--- src/rtl/spi_pkg.sv ---
// Shared definitions for the SPI slave: FSM state encoding and frame command codes.
package spi_pkg;

  typedef enum logic [2:0] {
    ST_IDLE      = 3'd0,
    ST_CHK_CMD   = 3'd1,
    ST_WRITE     = 3'd2,
    ST_READ_ADD  = 3'd3,
    ST_READ_DATA = 3'd4,
    ST_RD_WAIT   = 3'd5,
    ST_RD_SHIFT  = 3'd6,
    ST_DONE      = 3'd7
  } spi_state_e;

  localparam logic [1:0] CMD_WR_ADDR = 2'b00;
  localparam logic [1:0] CMD_WR_DATA = 2'b01;
  localparam logic [1:0] CMD_RD_ADDR = 2'b10;
  localparam logic [1:0] CMD_RD_DATA = 2'b11;

endpackage

--- src/rtl/spi_shift_reg.sv ---
// Parallel-load, MSB-first shift register; q_o[W-1] is the serial output.
module spi_shift_reg #(
  parameter int unsigned    W       = 8,
  parameter logic [W-1:0]   RST_VAL = '0
) (
  input  logic         clk,
  input  logic         rst_n,
  input  logic         load_i,
  input  logic [W-1:0] d_i,
  input  logic         shift_i,
  input  logic         si_i,
  output logic [W-1:0] q_o
);

  logic [W-1:0] q_q;

  always_ff @(posedge clk) begin
    if (!rst_n) begin
      q_q <= RST_VAL;
    end else if (load_i) begin
      q_q <= d_i;
    end else if (shift_i) begin
      q_q <= {q_q[W-2:0], si_i};
    end
  end

  assign q_o = q_q;

endmodule

--- src/rtl/spi_slave_param.sv ---
// SPI slave, one bit per clk while SS_n is low: 2-bit command + DATA_W payload,
// write frames complete immediately, read-data frames return DATA_W bits on MISO.
module spi_slave_param
  import spi_pkg::*;
#(
  parameter int unsigned DATA_W    = 8,
  parameter logic        MISO_IDLE = 1'b0
) (
  input  logic              clk,
  input  logic              rst_n,
  input  logic              SS_n,
  input  logic              MOSI,
  output logic              MISO,
  output logic [DATA_W+1:0] rx_data,
  output logic              rx_valid,
  input  logic [DATA_W-1:0] tx_data,
  input  logic              tx_valid,
  output logic              frame_err
);

  localparam int unsigned       FRAME_W  = DATA_W + 2;
  localparam int unsigned       CNT_W    = $clog2(FRAME_W + 1);
  localparam logic [CNT_W-1:0]  LAST_CNT = CNT_W'(FRAME_W - 1);
  localparam logic [DATA_W:0]   TX_IDLE  = {MISO_IDLE, {DATA_W{1'b0}}};
  localparam logic [DATA_W-1:0] TX_MARK  = {1'b1, {(DATA_W-1){1'b0}}};

  spi_state_e        state_q, state_d;
  logic [CNT_W-1:0]  bit_cnt_q, bit_cnt_d;
  logic              rd_pend_q, rd_pend_d;
  logic [DATA_W+1:0] rx_data_q;
  logic              rx_valid_q;
  logic              frame_err_q;

  logic [DATA_W:0]   rx_q;
  logic [DATA_W:0]   tx_q;
  logic [DATA_W:0]   tx_d;

  logic capturing, last_bit, tx_done;
  logic frame_done, abort, rx_shift;
  logic tx_load, tx_shift, tx_end, tx_clear;

  always_ff @(posedge clk) begin
    if (!rst_n) begin
      state_q <= ST_IDLE;
    end else begin
      state_q <= state_d;
    end
  end

  always_comb begin
    state_d = state_q;
    case (state_q)
      ST_IDLE:      if (!SS_n) state_d = ST_CHK_CMD;
      ST_CHK_CMD: begin
        if (SS_n)                          state_d = ST_IDLE;
        else if (MOSI == CMD_WR_ADDR[1])   state_d = ST_WRITE;
        else if (rd_pend_q)                state_d = ST_READ_DATA;
        else                               state_d = ST_READ_ADD;
      end
      ST_WRITE,
      ST_READ_ADD: begin
        if (SS_n)          state_d = ST_IDLE;
        else if (last_bit) state_d = ST_DONE;
      end
      ST_READ_DATA: begin
        if (SS_n)          state_d = ST_IDLE;
        else if (last_bit) state_d = ST_RD_WAIT;
      end
      ST_RD_WAIT: begin
        if (SS_n)          state_d = ST_IDLE;
        else if (tx_valid) state_d = ST_RD_SHIFT;
      end
      ST_RD_SHIFT: begin
        if (SS_n)          state_d = ST_IDLE;
        else if (tx_done)  state_d = ST_DONE;
      end
      ST_DONE:      if (SS_n) state_d = ST_IDLE;
      default:      state_d = ST_IDLE;
    endcase
  end

  // tx shifter carries a trailing marker bit: when it lands just below the MSB,
  // the last payload bit is on MISO and the next edge restores the idle level.
  always_comb begin
    capturing  = (state_q == ST_WRITE) || (state_q == ST_READ_ADD) ||
                 (state_q == ST_READ_DATA);
    last_bit   = (bit_cnt_q == LAST_CNT);
    tx_done    = (tx_q[DATA_W-1:0] == TX_MARK);
    abort      = SS_n && (state_q != ST_IDLE) && (state_q != ST_DONE);
    frame_done = capturing && !SS_n && last_bit;
    rx_shift   = !SS_n && ((state_q == ST_CHK_CMD) || (capturing && !last_bit));
    bit_cnt_d  = rx_shift ? bit_cnt_q + 1'b1 : '0;
    tx_load    = (state_q == ST_RD_WAIT) && !SS_n && tx_valid;
    tx_end     = (state_q == ST_RD_SHIFT) && !SS_n && tx_done;
    tx_shift   = (state_q == ST_RD_SHIFT) && !SS_n && !tx_done;
    tx_clear   = abort || tx_end;
    tx_d       = tx_load ? {tx_data, 1'b1} : TX_IDLE;
    rd_pend_d  = rd_pend_q;
    if (frame_done && (state_q == ST_READ_ADD)) rd_pend_d = 1'b1;
    if (tx_end)                                 rd_pend_d = 1'b0;
  end

  always_ff @(posedge clk) begin
    if (!rst_n) begin
      bit_cnt_q   <= '0;
      rd_pend_q   <= 1'b0;
      rx_data_q   <= '0;
      rx_valid_q  <= 1'b0;
      frame_err_q <= 1'b0;
    end else begin
      bit_cnt_q   <= bit_cnt_d;
      rd_pend_q   <= rd_pend_d;
      rx_valid_q  <= frame_done;
      frame_err_q <= abort;
      if (frame_done) rx_data_q <= {rx_q, MOSI};
    end
  end

  spi_shift_reg #(
    .W       (DATA_W + 1),
    .RST_VAL ('0)
  ) u_rx_sr (
    .clk     (clk),
    .rst_n   (rst_n),
    .load_i  (1'b0),
    .d_i     ('0),
    .shift_i (rx_shift),
    .si_i    (MOSI),
    .q_o     (rx_q)
  );

  spi_shift_reg #(
    .W       (DATA_W + 1),
    .RST_VAL (TX_IDLE)
  ) u_tx_sr (
    .clk     (clk),
    .rst_n   (rst_n),
    .load_i  (tx_load || tx_clear),
    .d_i     (tx_d),
    .shift_i (tx_shift),
    .si_i    (1'b0),
    .q_o     (tx_q)
  );

  assign MISO      = tx_q[DATA_W];
  assign rx_data   = rx_data_q;
  assign rx_valid  = rx_valid_q;
  assign frame_err = frame_err_q;

endmodule

--- config.mk ---
export PLATFORM = sky130hd
export DESIGN_NAME = spi_slave_param
export DESIGN_NICKNAME = d
export VERILOG_FILES = /design/src/rtl/spi_pkg.sv /design/src/rtl/spi_shift_reg.sv /design/src/rtl/spi_slave_param.sv
export SDC_FILE = /design/constraint.sdc
export NUM_CORES = 1
export LEC_CHECK = 0
export BUFFER_PORTS_ARGS = -buffer_cell sky130_fd_sc_hd__buf_4
export CAP_MARGIN = 20
export CORE_ASPECT_RATIO = 1.5
export CORE_UTILIZATION = 35
export CTS_CLUSTER_DIAMETER = 80
export DETAILED_ROUTE_END_ITERATION = 8
export GPL_TIMING_DRIVEN = 0
export PLACE_DENSITY = 0.59
export SYNTH_ARGS = -nofsm -noshare
export SYNTH_HDL_FRONTEND = slang
export SYNTH_SLANG_ARGS = --single-unit
--- constraint.sdc ---
create_clock -name clk -period 2.4 [get_ports clk]
set_input_delay 0.48 -clock clk [delete_from_list [all_inputs] [get_ports clk]]
set_output_delay 0.48 -clock clk [all_outputs]
set_load 0.03 [all_outputs]
# Yosys cells after proc, flatten, opt, wreduce, memory -nomap -nowiden
# Index checks and enable logic that the tools add are counted.
dict set report totals {
  inputBits 13
  elab_cells 70
  reg_bits 38
}
dict set report classes {
  reduce_logical 27
  bitwise_logic 1
  addsub 1
  eq_ne 16
  n_mux 17
}
# op count
set ops {}
lappend ops {{$mux 3} 13}
lappend ops {{$mux 9} 3}
lappend ops {{$pmux 3 s7} 1}
lappend ops {{$ne 3x3->1 const B} 5}
lappend ops {{$eq 3x3->1 const B} 4}
lappend ops {{$logic_and 1x1->1} 12}
lappend ops {{$eq 8x8->1 const B} 1}
lappend ops {{$eq 3x2->1 const B} 2}
lappend ops {{$reduce_and 6->1} 1}
lappend ops {{$logic_or 1x1->1} 5}
lappend ops {{$add 4x1->4 const B} 1}
lappend ops {{$eq 4x4->1 const B} 1}
lappend ops {{$ne 2x2->1 const B} 2}
lappend ops {{$reduce_or 2->1} 2}
lappend ops {{$eq 3x1->1 const B} 1}
lappend ops {{$logic_not 1->1} 3}
lappend ops {{$logic_not 3->1} 1}
lappend ops {{$reduce_bool 3->1} 1}
lappend ops {{$reduce_and 2->1} 1}
lappend ops {{$reduce_bool 2->1} 1}
lappend ops {{$not 1->1} 1}

# Logic depth before layout (Yosys ltp)
dict set report logic_depth {
  depth_word 7
  depth_mapped 7
}

# Cells and area by module
# Synthesis repeated with hierarchy kept, for this count alone.
dict set report hier_totals {
  hier_cells 196
  area_unflattened_um2 2048.2
}
# module area_per_inst_um2 cells_each instances
set modules_own_cells {}
lappend modules_own_cells {spi_slave_param 1084.8 118 1}
lappend modules_own_cells {spi_shift_reg 481.7 39 2}

# Worst setup path before layout
# No wires, ideal clock.
dict set report synth_path {
  kind {input-to-reg}
  from {in SS_n}
  to {reg state_q[1]}
  setup_slack_ns 0.893
  setup_ns 0.101
  arrival_ns 1.406
  stages 5
  required_time_ns 2.299
  path_cell_list {buf_6 inv_4 a41o_1 a211o_1 o41ai_1}
}
dict set report synth_via {
  elab_chain_cells 2
  word_cells_on_any_way 13
  cone_classes {eq/ne (6); mux (6); reduce/logical (1)}
}
# element line_no
set synth_lines {}
lappend synth_lines {{start: declaration} spi_slave_param.sv:11} ;# input logic SS_n,
lappend synth_lines {{$ne 3x3->1 (no source line) (tied with other cells)} --}
lappend synth_lines {{$reduce_and 6->1 (no source line) or $pmux 3 s7 (tied branches)} --}
lappend synth_lines {{end signal: assignment} spi_slave_param.sv:46} ;# state_q <= state_d;
lappend synth_lines {{end: declaration} spi_slave_param.sv:27} ;# spi_state_e state_q, state_d;
# Parallel ways exist; a longest one is shown, timed or not.
# A chain may end at the register's enable or synchronous reset.

# Worst setup path in the final report
dict set report layout_path {
  from {reg state_q[2]}
  to {reg u_tx_sr.q_q[7], in the netlist u_tx_sr.q_o[7]}
}
dict set report layout_via {
  elab_chain_cells 6
  word_cells_on_any_way 16
  cone_classes {eq/ne (3); mux (2); reduce/logical (11)}
}
# element line_no
set layout_lines {}
lappend layout_lines {{$eq 3x3->1 or $reduce_bool 3->1 (tied branches)} {spi_slave_param.sv:94, spi_slave_param.sv:95, spi_slave_param.sv:89}}
lappend layout_lines {{$logic_and 1x1->1 (on tied branches)} {spi_slave_param.sv:94, spi_slave_param.sv:95, spi_slave_param.sv:89}}
lappend layout_lines {{$logic_and 1x1->1 (on tied branches)} {spi_slave_param.sv:94, spi_slave_param.sv:89}}
lappend layout_lines {{$logic_or 1x1->1} spi_slave_param.sv:96} ;# tx_clear = abort || tx_end;
lappend layout_lines {{$logic_or 1x1->1} spi_slave_param.sv:138} ;# .load_i (tx_load || tx_clear),
lappend layout_lines {{$mux 9 or $reduce_bool 2->1 (tied branches)} --}
lappend layout_lines {{end signal: assignment} spi_shift_reg.sv:21} ;# q_q <= d_i;
lappend layout_lines {{end signal: assignment} spi_shift_reg.sv:23} ;# q_q <= {q_q[W-2:0], si_i};
lappend layout_lines {{end: declaration} spi_shift_reg.sv:15} ;# logic [W-1:0] q_q;
# Parallel ways exist; a longest one is shown, timed or not.

==> metrics.md <==
| Metric | Value |
|---|---|
| Hold_buf cts | 0 |
| Clk sinks | 38 |
| Pre-antenna DRT Iters | 5 |
| Routed WL | ~3.7 mm |
| Crit share post-route | 0.734 |
| Net Switching | approximately 0.34 mW |
| Core Rows | 30 |
| Total power | 1.47 mW |
| CTS resizes | 0 |
| Max cap viols | 0 |
| Maximum buffer depth of the clock tree | 2 |
| Setup TNS Final | 0 ns |
| Root buffer cell | clkbuf_8 |
| Unique masters post-synth | 43 |
| TritonCTS clock tree | done |
| Critical Path Fanout Max | 10 |
| Clock-pin slew on the worst setup and hold paths | roughly 0.080 ns |
| TritonCTS buffer count | 5 |
| Hold WS | between 0.4 and 0.5 ns |
| Worst-Margin Slew | between 0.6 and 0.7 ns |
| Number of global-route vias before repair | 1299 |
| Global-route wire length before repair | 6.11 mm |
| Post-detail-place hpwl | 2.60 mm |
| Syn Area/Cell | about 9.7 um^2 |
| Highest clock rate | 568 MHz |
| Largest net degree at the start of global routing | 14 |
| Slew margin rel. | 0.567 |
| Dpl ws | between 0.5 and 0.6 ns |
| Setup crit start | state_q[2] |
| Flop pwr share | 0.449 |
| Routed Antenna Nets | 0 |
| Run status | complete, no violations |
| CP required | between 2 and 3 ns |
| Class of the most critical setup path | flop to flop |
| Final nets | roughly 220 |
| # IOs | 26 |
| Internal power | 1.13 mW |
| Fin crit period | 1.76 ns |
| Hold Path Cell Cnt | 2 |
| Sequential area share after synthesis | 0.451 |
| Cell Area, Synth | about 0.0017 mm^2 |
| Initial drt markers | 98 |
| Syn Inst Count | between 150 and 200 |
| Design Area, Final | 0.00209 mm^2 |
| Worst Setup End Kind | flop |
| Clock power frac | 0.444 |
| IO buf count | 25 |
| Top-area cell type share of the netlist area | 0.451 |
| Crit path DAT | 1.96 ns |
| Antenna Cells | 0 |
| Gr usage total | 0.158 |
| Setup ws final | between 0.6 and 0.7 ns |
| Die Wd | a little under 60 um |
| Grt ovf | 0 |
| Final Hold Fails | 0 |
| Comb pwr share | 0.107 |
| Area grow syn2layout | 24.0% |
| Die Footprint | ~0.005 mm^2 |
| Setup Buffers After CTS | 0 |
| Cells taking the most area after synthesis | dfxtp_1 45%, mux2i_1 11%, nor2_1 5.8%, a211oi_1 3.6%, a22oi_1 3.6% |
| Post-placement cell area | approximately 0.0020 mm^2 |
| Worst skew pair latency | slightly below 0.3 ns |
| Layout cells sized above 1 | 0.217 |
| # setup viols final | 0 |
| Worst IR drop on VDD | around 0.00062 V |
| PD cells | about 700 mW/mm^2 |
| Seq cells post-synth | 38 |
| RSZ-0062 raised after global routing | false |
| Largest area contributor in the synthesized netlist | dfxtp_1 |
| YS warnings | 0 |
| Core area | about 0.0046 mm^2 |
| Post-synth net total | around 190 |
| Drt via density | between 5 and 6 |
| Layout Skew | around 0.0078 ns |
| Hold_sp | rst_n |
| Leakage | just over 0.9 nW |
| Slew Viols, Final | 0 |
| Initial Util | 0.368 |
| CP Launch Type | flop |
| Htree depth | 2 |
| GP Congestion | ~0.79 |
| Avg WL per Cell | around 13 um |
| Worst reg2reg path startpoint | state_q[2] |
| Worst r2r path cells | 5 |
| Vias | about 1400 |
| Die H | around 87 um |
| Antenna violations before repair | 0 |
| Sw Share | 0.232 |
| DRC | 0 |
| Hold Crit Class | input pin to flop |
-- worst paths after layout --
kind / endpoint / slack [ns]
max: u_tx_sr.q_o[7] / 0.64
min: u_tx_sr.q_o[0] / 0.46
max reg2reg: u_tx_sr.q_o[7] / 0.64
min reg2reg: bit_cnt_q[0] / 0.47
-- area by class of cell --
type | count | area (um^2)
plain buffers | 11 | 56.3
clock buffers | 5 | 68.8
clock inverters | 3 | 68.8
fillers | 468 | 2490
inverters | 6 | 25.0
multi-input cells | 119 | 845
flip-flops and latches | 38 | 761
well taps | 64 | 80.1
repair buffers | 25 | 188
-- layout by cell type (no fill, tap or decap), drive strengths merged, types with 3 or more instances in the layout --
master,n
or2,3
clkbuf,9
a211oi,8
nand2,3
nor4b,3
inv,6
o21a,3
dfxtp,38
a21oi,9
a22oi,8
nand3,5
mux2i,19
buf,32
o41ai,3
nor2,26
-- layer usage --
layer | track usage | part of all wire | vias to the layer above | wire [um]
li1 | - | - | 701 | -
met1 | 0.180 | 0.43 | 651 | 1570
met5 | 0 | 0 | - | 0
met3 | 0.0505 | 0.051 | 7 | 185
met4 | 0.0649 | 0.022 | 0 | 79
met2 | 0.268 | 0.50 | 40 | 1820
-- cells in the mapped netlist --
library cell	count
a211o_1	1
a211oi_1	8
a21boi_1	1
a21o_1	2
a21oi_1	9
a221oi_1	1
a22oi_1	8
a2bb2oi_2	1
a31oi_1	1
a32oi_1	2
a41o_1	1
and2_1	1
and3_1	1
and4bb_1	1
buf_2	6
buf_6	1
clkbuf_1	4
dfxtp_1	38
ha_1	2
inv_1	4
inv_2	1
inv_4	1
mux2i_1	19
nand2_1	3
nand2b_1	1
nand3_1	5
nand3b_1	1
nand4b_1	1
nor2_1	26
nor3b_1	1
nor4_1	1
nor4_4	1
nor4b_1	2
nor4b_2	1
o211ai_1	2
o21a_1	3
o21ai_0	2
o21bai_1	1
o2bb2ai_1	1
o41ai_1	3
or2_1	3
xnor2_1	1
xor2_1	1
-- state kept, by name, indices dropped and copies added (netlist names) --
signal       count
rx_data         10
u_rx_sr.q_o      9
u_tx_sr.q_o      9
bit_cnt_q        4
state_q          3
frame_err        1
rd_pend_q        1
rx_valid         1
-- per-stage QoR --
stage | utilization | std cells
2_1_floorplan | - | 174
3_3_place_gp | 0.427 | 263
3_5_place_dp | 0.427 | 263
4_1_cts | 0.457 | 271
5_1_grt | 0.457 | 271
6_report | 0.457 | 271
-- kinds of logic after synthesis --
group / count (synthesis) / share of synthesized area
AND/OR/NAND/NOR: 49 / 0.159
AO/OA/AOI/OAI: 47 / 0.204
flip-flops: 38 / 0.451
multiplexers: 19 / 0.113
buffers and inverters: 17 / 0.0482
XOR/XNOR: 2 / 0.0104
adder cells (fa/ha/maj): 2 / 0.0148
-- power groups by stage --
stage | logic, mW | registers [mW] | clock network (mW)
3_3_place_gp | 0.157 | 0.675 | 0
4_1_cts | 0.158 | 0.660 | 0.670
6_report | 0.157 | 0.660 | 0.654
2_1_floorplan | 0.105 | 0.676 | 0
3_5_place_dp | 0.157 | 0.675 | 0
5_1_grt | 0.172 | 0.663 | 0.700
-- worst max-delay path: stages, from the launching register on --
cell and delay, ns:
dfxtp_1 0.42, buf_2 0.24, inv_2 0.07, nor4_4 0.53, a22oi_1 0.13, a211oi_1 0.27
(Power assumes the default switching activity.)
